File: src/rtl/eq_ctrl_pkg.sv
// -----------------------------------------------------------------------------
// eq_ctrl_pkg
// Shared definitions for the serial equality controller:
//   - state_t   : controller FSM encoding (IDLE / COMPARE / DONE)
//   - SLICE_W   : bits examined per clock by the eq2 comparator slice
//   - idx_width : width of the slice index / mismatch_idx for a given WIDTH
// No ports (package).
// -----------------------------------------------------------------------------
package eq_ctrl_pkg;

  localparam int SLICE_W = 2;

  typedef enum logic [1:0] {
    IDLE    = 2'b00,
    COMPARE = 2'b01,
    DONE    = 2'b10
  } state_t;

  // max(1, clog2(WIDTH/SLICE_W)); a single-slice operand still needs a 1-bit index.
  function automatic int idx_width(input int width);
    int nslice;
    nslice = width / SLICE_W;
    if (nslice <= 1) return 1;
    return $clog2(nslice);
  endfunction

endpackage

File: src/rtl/eq2.sv
// -----------------------------------------------------------------------------
// eq2
// 2-bit equality comparator slice, the shared compare resource.
// Ports:
//   a   [1:0] in  : operand A slice
//   b   [1:0] in  : operand B slice
//   out       out : 1 when a == b
// -----------------------------------------------------------------------------
module eq2 (
  input  logic [1:0] a,
  input  logic [1:0] b,
  output logic       out
);

  assign out = (a == b);

endmodule

File: src/rtl/eq_serial_ctrl.sv
// -----------------------------------------------------------------------------
// eq_serial_ctrl
// Compares two WIDTH-bit operands for equality by stepping a single eq2 slice
// across them, one 2-bit slice per clock, lowest slice first.
//
// Parameters:
//   WIDTH      : operand width, even and >= 2 (NSLICE = WIDTH/2)
//   EARLY_EXIT : 1 = stop at the first mismatching slice, 0 = always scan all
//
// Ports:
//   clk          in  : rising-edge clock
//   reset        in  : asynchronous, active-high reset
//   start        in  : compare request, only looked at in IDLE
//   a, b         in  : operands, captured into shadow registers on accepted start
//   busy         out : high while in COMPARE or DONE
//   done         out : one-cycle pulse, result valid (registered)
//   out          out : 1 = operands equal; held until the next DONE (registered)
//   mismatch_idx out : lowest mismatching slice, 0 when equal (registered)
//
// Handshake: a start seen while state is IDLE is accepted on that clock edge;
// busy rises on the same edge and stays high through the DONE cycle. Starts
// while busy are dropped, not queued. done pulses high for exactly the DONE
// cycle, and out/mismatch_idx change only on the edge that raises done.
// -----------------------------------------------------------------------------
module eq_serial_ctrl
  import eq_ctrl_pkg::*;
#(
  parameter  int WIDTH      = 8,
  parameter  bit EARLY_EXIT = 1'b1,
  localparam int NSLICE     = WIDTH / SLICE_W,
  localparam int IDX_W      = idx_width(WIDTH)
) (
  input  logic             clk,
  input  logic             reset,
  input  logic             start,
  input  logic [WIDTH-1:0] a,
  input  logic [WIDTH-1:0] b,
  output logic             busy,
  output logic             done,
  output logic             out,
  output logic [IDX_W-1:0] mismatch_idx
);

  if ((WIDTH < SLICE_W) || ((WIDTH % SLICE_W) != 0)) begin : g_bad_width
    $error("eq_serial_ctrl: WIDTH must be even and >= 2");
  end

  localparam logic [IDX_W-1:0] LAST_IDX = IDX_W'(NSLICE - 1);

  // ---------------------------------------------------------------------------
  // Registers and their next-state values
  // ---------------------------------------------------------------------------
  state_t             state_q, state_d;
  logic [IDX_W-1:0]   idx_q, idx_d;
  logic               acc_q, acc_d;      // running "all slices equal so far"
  logic [IDX_W-1:0]   first_q, first_d;  // first mismatching slice seen
  logic [WIDTH-1:0]   sha_q, sha_d;
  logic [WIDTH-1:0]   shb_q, shb_d;
  logic               done_d;
  logic               out_d;
  logic [IDX_W-1:0]   midx_d;

  // ---------------------------------------------------------------------------
  // Slice select and the shared comparator
  // ---------------------------------------------------------------------------
  logic [SLICE_W-1:0] slice_a, slice_b;
  logic               slice_eq;

  // Constant part-selects under an index decode, so no variable shift is built.
  always_comb begin
    slice_a = '0;
    slice_b = '0;
    for (int i = 0; i < NSLICE; i++) begin
      if (idx_q == IDX_W'(i)) begin
        slice_a = sha_q[i*SLICE_W +: SLICE_W];
        slice_b = shb_q[i*SLICE_W +: SLICE_W];
      end
    end
  end

  eq2 u_eq2 (
    .a   (slice_a),
    .b   (slice_b),
    .out (slice_eq)
  );

  // ---------------------------------------------------------------------------
  // Next-state and output logic
  // ---------------------------------------------------------------------------
  always_comb begin
    state_d = state_q;
    idx_d   = idx_q;
    acc_d   = acc_q;
    first_d = first_q;
    sha_d   = sha_q;
    shb_d   = shb_q;
    done_d  = 1'b0;
    out_d   = out;
    midx_d  = mismatch_idx;

    case (state_q)
      IDLE: begin
        if (start) begin
          sha_d   = a;
          shb_d   = b;
          idx_d   = '0;
          acc_d   = 1'b1;
          first_d = '0;
          state_d = COMPARE;
        end
      end

      COMPARE: begin
        // Only the first mismatch is recorded; acc drops with it.
        if (!slice_eq && acc_q) begin
          acc_d   = 1'b0;
          first_d = idx_q;
        end

        if (!slice_eq && EARLY_EXIT) begin
          state_d = DONE;
        end else if (idx_q == LAST_IDX) begin
          state_d = DONE;
        end else begin
          idx_d = idx_q + IDX_W'(1);
        end

        // Outputs are loaded on the edge entering DONE so they are valid
        // during the done pulse; they come from the updated accumulator so a
        // mismatch in the final (or early-exit) slice is included.
        if (state_d == DONE) begin
          done_d = 1'b1;
          out_d  = acc_d;
          midx_d = acc_d ? '0 : first_d;
        end
      end

      DONE: begin
        state_d = IDLE;
      end

      default: begin
        state_d = IDLE;
      end
    endcase
  end

  // ---------------------------------------------------------------------------
  // State register
  // ---------------------------------------------------------------------------
  always_ff @(posedge clk or posedge reset) begin
    if (reset) begin
      state_q      <= IDLE;
      idx_q        <= '0;
      acc_q        <= 1'b0;
      first_q      <= '0;
      sha_q        <= '0;
      shb_q        <= '0;
      done         <= 1'b0;
      out          <= 1'b0;
      mismatch_idx <= '0;
    end else begin
      state_q      <= state_d;
      idx_q        <= idx_d;
      acc_q        <= acc_d;
      first_q      <= first_d;
      sha_q        <= sha_d;
      shb_q        <= shb_d;
      done         <= done_d;
      out          <= out_d;
      mismatch_idx <= midx_d;
    end
  end

  assign busy = (state_q != IDLE);

endmodule

File: config.mk
export PLATFORM = sky130hd
export DESIGN_NAME = eq_serial_ctrl
export DESIGN_NICKNAME = d
export VERILOG_FILES = /design/src/rtl/eq_ctrl_pkg.sv /design/src/rtl/eq2.sv /design/src/rtl/eq_serial_ctrl.sv
export SDC_FILE = /design/constraint.sdc
export NUM_CORES = 1
export LEC_CHECK = 0
export ABC_CLOCK_PERIOD_IN_PS = 2800
export BUFFER_PORTS_ARGS = -buffer_cell sky130_fd_sc_hd__buf_2
export CAP_MARGIN = 20
export CORE_MARGIN = 5
export CORE_UTILIZATION = 54
export CTS_CLUSTER_DIAMETER = 150
export DETAILED_ROUTE_END_ITERATION = 10
export PLACE_DENSITY = 0.84
export SYNTH_ARGS = -nofsm -noshare
export SYNTH_HDL_FRONTEND = slang
export SYNTH_SLANG_ARGS = --single-unit
File: constraint.sdc
create_clock -name clk -period 2.8 [get_ports clk]
set_clock_uncertainty 0.1 [all_clocks]
set_input_delay 0.42 -clock clk [delete_from_list [all_inputs] [get_ports clk]]
set_output_delay 0.42 -clock clk [all_outputs]
set_load 0.02 [all_outputs]
==> results of run 1 <==
==> final cells by class <==
| type | instances | area, um^2 |
|---|---|---|
| multi-input combinational | 70 | 581 |
| tap | 28 | 35.0 |
| inverter | 8 | 30.0 |
| timing repair buffer | 26 | 160 |
| fill | 192 | 742 |
| clock inverter | 1 | 8.76 |
| clock buffer | 3 | 22.5 |
| sequential | 27 | 676 |
==> worst paths after layout <==
path / depth (start not counted) / start / to / slack [ns]
min in group asynchronous: 3 / reset / shb_q[1]$_DFFE_PP0P_ / 0.38
max in group asynchronous: 4 / reset / shb_q[2]$_DFFE_PP0P_ / 1.86
hold / removal: 2 / b[7] / shb_q[7]$_DFFE_PP0P_ / 0.20
setup / recovery: 6 / idx_q[0]$_DFFE_PP0P_ / idx_q[1]$_DFFE_PP0P_ / 0.55
setup reg to reg: 6 / idx_q[0]$_DFFE_PP0P_ / idx_q[1]$_DFFE_PP0P_ / 0.55
hold reg to reg: 1 / sha_q[1]$_DFFE_PP0P_ / sha_q[1]$_DFFE_PP0P_ / 0.45
==> stage by stage <==
stage	hold slack, ns	std cells	util, %
finish	0.205	163	67.1
global route	0.178	163	67.1
CTS	0.195	161	65.4
detailed placement	0.418	157	64.0
global placement	0.411	157	64.0
floorplan	0.373	107	-
==> per-layer routing <==
layer / up-vias / wire, um / track usage [%]
met3: 2 / 194 / 3.92
met5: - / 0 / 0
met1: 471 / 927 / 20.2
met2: 49 / 1480 / 30.3
met4: 0 / 18 / 2.91
li1: 447 / - / -
==> layout by cell type (no fill, tap or decap), drive strengths merged <==
master | Yosys | layout
dlygate4sd3 | 0 | 1
a221o | 4 | 4
o31ai | 1 | 1
o31a | 1 | 1
and3 | 1 | 1
o21ai | 2 | 2
a21oi | 10 | 10
nand4 | 1 | 1
and2 | 2 | 2
clkbuf | 0 | 3
ha | 4 | 4
buf | 2 | 25
a31oi | 2 | 2
o22ai | 1 | 1
inv | 8 | 9
nor3 | 4 | 4
and4 | 1 | 1
nand3 | 2 | 2
mux2 | 16 | 16
dfrtp | 27 | 27
nor2 | 1 | 1
a32oi | 2 | 2
nand2 | 3 | 3
or2 | 1 | 1
a21boi | 1 | 1
xnor2 | 8 | 8
nand2b | 1 | 1
a2111oi | 1 | 1
==> kinds of logic (layout without fill, tap and decap cells) <==
family	after synthesis	after routing	share of synthesized area [%]
AND/OR/NAND/NOR	17	17	7.43
AO/OA/AOI/OAI	25	25	14.2
buffers and inverters	10	38	3.09
adder cells (fa/ha/maj)	4	4	3.86
multiplexers	16	16	13.9
flip-flops	27	27	52.1
XOR/XNOR	8	8	5.41
==> synthesized netlist by cell type <==
cell | n | area (um^2)
a32oi_1 | 2 | 17.5
xnor2_1 | 8 | 70.1
nor2_1 | 1 | 3.75
a21boi_1 | 1 | 7.51
a2111oi_2 | 1 | 15.0
inv_2 | 1 | 3.75
nand2b_1 | 1 | 6.26
and4_1 | 1 | 8.76
inv_1 | 7 | 26.3
dfrtp_1 | 27 | 676
nor3_1 | 4 | 20.0
a21oi_1 | 10 | 50.1
nand3_1 | 2 | 10.0
o31ai_1 | 1 | 7.51
a221o_1 | 4 | 40.0
nand2_1 | 3 | 11.3
o21ai_0 | 2 | 10.0
nand4_1 | 1 | 6.26
o22ai_1 | 1 | 6.26
or2_1 | 1 | 6.26
ha_1 | 4 | 50.1
mux2_2 | 16 | 180
and2_4 | 2 | 17.5
buf_2 | 2 | 10.0
and3_1 | 1 | 6.26
a31oi_1 | 2 | 12.5
o31a_4 | 1 | 17.5
==> power by group <==
part / internal [uW] / switching [uW] / leakage, uW
sequential: 577 / 144 / 0.000329
clock: 58.3 / 119 / 0.0000183
combinational: 432 / 464 / 0.000335
total: 1070 / 726 / 0.000682
==> flip-flops by register name (all words and copies together) (netlist names), 2 cells and up <==
name / flops
sha_q: 8
shb_q: 8
first_q: 2
idx_q: 2
mismatch_idx: 2
state_q: 2
==> key figures, run 1 <==
Clock tree
  • Clk pin slew, worst setup/hold paths: 0.15 ns
  • Longest Clk Path Bufs: 2
  • Skew-Pair Late Insertion Delay: 0.33 ns
  • H-tree depth: 1
  • Sink Count: 27
  • Post-CTS sizing: 0
  • CTS Buf Count: 3
  • CTS Root Cell: clkbuf_4
  • TritonCTS clock tree: yes
  • # Post-CTS Setup Buffers: 0
  • # hold bufs at CTS: 0

Die
  • Row count: 17
  • Core area: 2250 um^2
  • Num ports: 24
  • Die area: 3480 um^2
  • Chip Width: 59.0 um
  • Die H: 59.0 um
  • Starting Density: 57.5%

Route
  • ANT nets after route: 0
  • DRC viols: 0
  • Total Wirelength: 2620 um
  • Total iterations of the first detailed-routing run: 4
  • Starting DRT DRC Count: 29
  • Vias: 969
  • Wirelength per Cell: 16.1 um
  • Vias/cell: 5.94

Pwr
  • Leakage Power: 0.000682 uW
  • Peak supply drop: 791 uV
  • Final Power: 1790 uW
  • PwrDens: 1190 nW/um^2

Place
  • Dpl ws: 0.621 ns
  • Count of port buffers added during placement: 23
  • RePlAce Congestion: 0.903
  • Post-DP HPWL: 2030 um
  • Placed Area: 1440 um^2

Setup path
  • CP startpoint kind: flop
  • Required @ worst endpoint: 2.97 ns
  • Family with the most delay on the worst path: compound AO/OA/AOI/OAI gates
  • Max Fanout on Critical Path: 9
  • Crit path buffers/inverters: 1
  • CP Capture Type: flop
  • Critical Path, Cell by Cell: inv_1 -> ha_1 -> or2_1 -> o31a_4 -> a2111oi_2 -> a221o_1
  • Max stage delay on crit path: 0.47 ns
  • Crit Path Class: reg2reg
  • Crit-path slowest cell: dfrtp_1
  • CP Data Arrival Time: 2.42 ns

Global routing
  • GRT overflow: 0
  • Largest net degree at the start of global routing: 28
  • First-pass GRT wire length: 4420 um
  • Vias in the first global route: 988
  • Total GRT Usage: 16.7%
  • Initial antenna violation count: 0

Timing
  • Slew Limit Fails: 0
  • Fin worst setup slack: 0.551 ns
  • Setup TNS Final: 0 ns
  • Rel. slew slack: 67.8%
  • Unrepaired setup endpoints after global routing: false
  • Max Freq: 445 MHz
  • Fin crit share: 80.3%
  • Endpoints failing setup: 0
  • Final hold violation count: 0
  • Tmin final: 2.25 ns
  • Slew @ Worst Pin: 0.479 ns

Job
  • Max-cap violations: 0

Synthesis
  • Warnings from Yosys: 0
  • Cells after synthesis: 107
  • Syn avg cell area: 12.1 um^2
  • Synth cell types: 27
  • Synthesized Nets: 130
  • Post-synthesis sequential area ratio: 52.1%
  • Seq cells post-synth: 27
  • Synthesized cell area: 1300 um^2

Final layout
  • Final Cell Area: 1510 um^2
  • Layout cell share with drive strength beyond 1: 37.0%
  • Nets: 159
  • Diode count: 0
  • Syn-to-layout area delta: 16.7%

Min path
  • Worst Hold Class: in2reg

Run status
  • Status: finished, final reports clean
No activity file was read; power rests on OpenSTA's default activity.
==> inputs of run 2 (changes only) <==
- ABC_AREA: default -> 1
- ABC_CLOCK_PERIOD_IN_PS: 2800 -> 2200
- clock period: 2.8 -> 2.2 ns (I/O delays scaled with it)
==> key figures, run 2 <==
Setup path
  • Critical Path, Cell by Cell: inv_1 -> ha_1 -> inv_1 -> a21oi_2 -> nand3_1 -> nand2_1 -> nand2_1 -> nand2_2 -> nand2_4 -> nand2_4 -> nand3_4 -> nand3_1 -> nand2_1
  • CP Capture Type: flop
  • CP most frequent cell: nand2_1
  • R2r setup slk: 0.47 ns
  • Crit path buffers/inverters: 2
  • Max stage delay on crit path: 0.46 ns
  • Crit Path Class: reg2reg
  • Max Fanout on Critical Path: 6
  • Family with the most delay on the worst path: simple AND/OR/NAND/NOR gates
  • Required @ worst endpoint: 2.33 ns
  • CP Data Arrival Time: 1.87 ns
  • CP startpoint kind: flop
  • Crit-path slowest cell: dfrtp_1

Die
  • Die H: 59.5 um
  • Starting Density: 54.8%
  • Row count: 18
  • Num ports: 24
  • Core area: 2410 um^2
  • Die area: 3540 um^2
  • Chip Width: 59.5 um

Final layout
  • Diode count: 0
  • Most frequent cells in the layout: nand2_1 (65), dfrtp_1 (27), buf_2 (23), inv_1 (16), nand3_1 (7)
  • Final Cell Area: 1510 um^2
  • Multi-input gate area: 557 um^2
  • Layout cell share with drive strength beyond 1: 23.0%
  • Largest regs: sha_q: 8 flops, shb_q: 8 flops
  • Syn-to-layout area delta: 13.9%
  • Register area: 676 um^2
  • Filler cell count: 222
  • Nets: 207
  • Leading cell type in the layout, fill and taps excluded: nand2_1

Clock tree
  • # Post-CTS Setup Buffers: 0
  • Clk pin slew, worst setup/hold paths: 0.14 ns
  • Longest Clk Path Bufs: 2
  • CTS Buf Count: 3
  • H-tree depth: 1
  • Sink Count: 27
  • TritonCTS clock tree: yes
  • Skew-Pair Late Insertion Delay: 0.33 ns
  • CTS Root Cell: clkbuf_4
  • Post-CTS sizing: 0

Route
  • Total Wirelength: 2300 um
  • DRC viols: 0
  • Vias/cell: 4.80
  • Starting DRT DRC Count: 9
  • ANT nets after route: 0
  • Vias: 1,023
  • Wirelength per Cell: 10.8 um
  • Total iterations of the first detailed-routing run: 4

Synthesis
  • Largest area contributor in the netlist: dfrtp_1
  • Synth async-reset ratio: 100%
  • Synth cell types: 22
  • Warnings from Yosys: 0
  • Synthesized cell area: 1320 um^2
  • Top post-synthesis cells by area: dfrtp_1 (51%), nand2_1 (18%), inv_1 (4.5%)
  • Area share of the largest cell type after synthesis: 51.1%
  • Top-count cell post-synth: nand2_1
  • Post-synthesis sequential area ratio: 51.1%
  • Synthesized Nets: 180
  • Seq cells post-synth: 27
  • Post-synth top cells: nand2_1 (65), dfrtp_1 (27), inv_1 (16)
  • Post-synth top flop: dfrtp_1
  • Post-synth EDFFs: 0
  • Syn avg cell area: 8.42 um^2
  • Cells after synthesis: 157

Timing
  • Tmin final: 1.73 ns
  • Slew @ Worst Pin: 0.377 ns
  • Max Freq: 578 MHz
  • Fin crit share: 78.7%
  • Rel. slew slack: 74.9%
  • Setup TNS Final: 0 ns
  • Endpoints failing setup: 0
  • Fin worst setup slack: 0.469 ns
  • Unrepaired setup endpoints after global routing: false
  • Slew Limit Fails: 0
  • Final hold violation count: 0

Place
  • Count of port buffers added during placement: 23
  • Dpl ws: 0.471 ns
  • Placed Area: 1470 um^2
  • Post-DP HPWL: 1770 um
  • RePlAce Congestion: 0.880

Global routing
  • Total GRT Usage: 16.2%
  • Largest net degree at the start of global routing: 28
  • GRT overflow: 0
  • Initial antenna violation count: 0
  • Vias in the first global route: 1,087
  • First-pass GRT wire length: 4280 um

Pwr
  • Peak supply drop: 781 uV
  • Flop pwr share: 42.9%
  • Switching Share: 43.7%
  • Leakage Power: 0.000838 uW
  • Psw: 869 uW
  • PwrDens: 1320 nW/um^2
  • Combinational power share: 46.4%
  • Clock group share of total power: 10.7%
  • P_int: 1120 uW

Run status
  • Status: finished, final reports clean

Min path
  • Worst Hold Class: in2reg

Job
  • Max-cap violations: 0
-- run 2: changes by cell type after synthesis, sizes merged, moves of 3 or more --
cell | previous run | this run
o21ai | 2 | 8
nand2 | 3 | 70
mux2 | 16 | 0
a221o | 4 | 0
xnor2 | 8 | 5
inv | 8 | 20
nor3 | 4 | 0
nand3 | 2 | 10
nor2 | 1 | 4
a21oi | 10 | 2
-- run 2: per-stage QoR --
step	hold slack [ns]	utilization, %	total power [uW]	std cells
after floorplan	0.283	-	1600	157
final	0.0846	62.5	1990	213
after global routing	0.0918	62.5	2180	213
after detailed placement	0.298	60.9	1790	208
after CTS	0.0862	62.5	2010	213
after global placement	0.291	60.9	1740	208
-- run 2: final timing paths --
path | endpoint | startpoint | cells after the start
max | idx_q[0]$_DFFE_PP0P_ | idx_q[1]$_DFFE_PP0P_ | 13
min | shb_q[5]$_DFFE_PP0P_ | b[5] | 3
max reg2reg | idx_q[0]$_DFFE_PP0P_ | idx_q[1]$_DFFE_PP0P_ | 13
min reg2reg | mismatch_idx[0]$_DFFE_PP0P_ | mismatch_idx[0]$_DFFE_PP0P_ | 2
max in group asynchronous | sha_q[0]$_DFFE_PP0P_ | reset | 4
min in group asynchronous | sha_q[4]$_DFFE_PP0P_ | reset | 4
-- run 2: power by group through the flow --
| stage | clock network (uW) | registers (uW) | logic, uW |
|---|---|---|---|
| 3_5_place_dp | 0 | 867 | 928 |
| 5_1_grt | 229 | 882 | 1070 |
| 6_report | 212 | 853 | 922 |
| 2_1_floorplan | 0 | 865 | 731 |
| 4_1_cts | 216 | 855 | 935 |
| 3_3_place_gp | 0 | 852 | 892 |
-- run 2: cell type report --
cell class,instances,area share (%)
multi-input combinational,107,37.0
clock inverter,1,0.333
timing repair buffer,25,8.81
tap,30,2.49
inverter,20,4.99
clock buffer,3,1.50
sequential,27,44.9
-- run 2: cells by family (layout without fill, tap and decap cells) --
group	count (synthesis)	count (layout)	synth area share (%)
xor gates and xnor gates	5	5	3.31
buffers and inverters	23	49	6.72
adders and majority gates	4	4	3.79
AOI/OAI and AO/OA	12	12	5.30
DFF	27	27	51.1
and+or+nand+nor	86	86	29.7
-- run 2: layer usage --
layer	track usage [%]	routed length [um]	vias to the layer above
met2	28.1	1160	16
met1	18.2	1010	466
met3	2.40	77	4
met4	11.0	56	0
met5	0	0	-
li1	-	-	537
-- run 2: tightest hold or removal path, delay by kind of cell --
family | cells | cell delay (ns)
buf+inv | 1 | 0.07
simple gates | 2 | 0.09
-- run 2: repair_timing --
item,CTS,global route
setup endpoints to repair,0,0
hold buffers,1,0
endpoints found under the hold margin,27,0
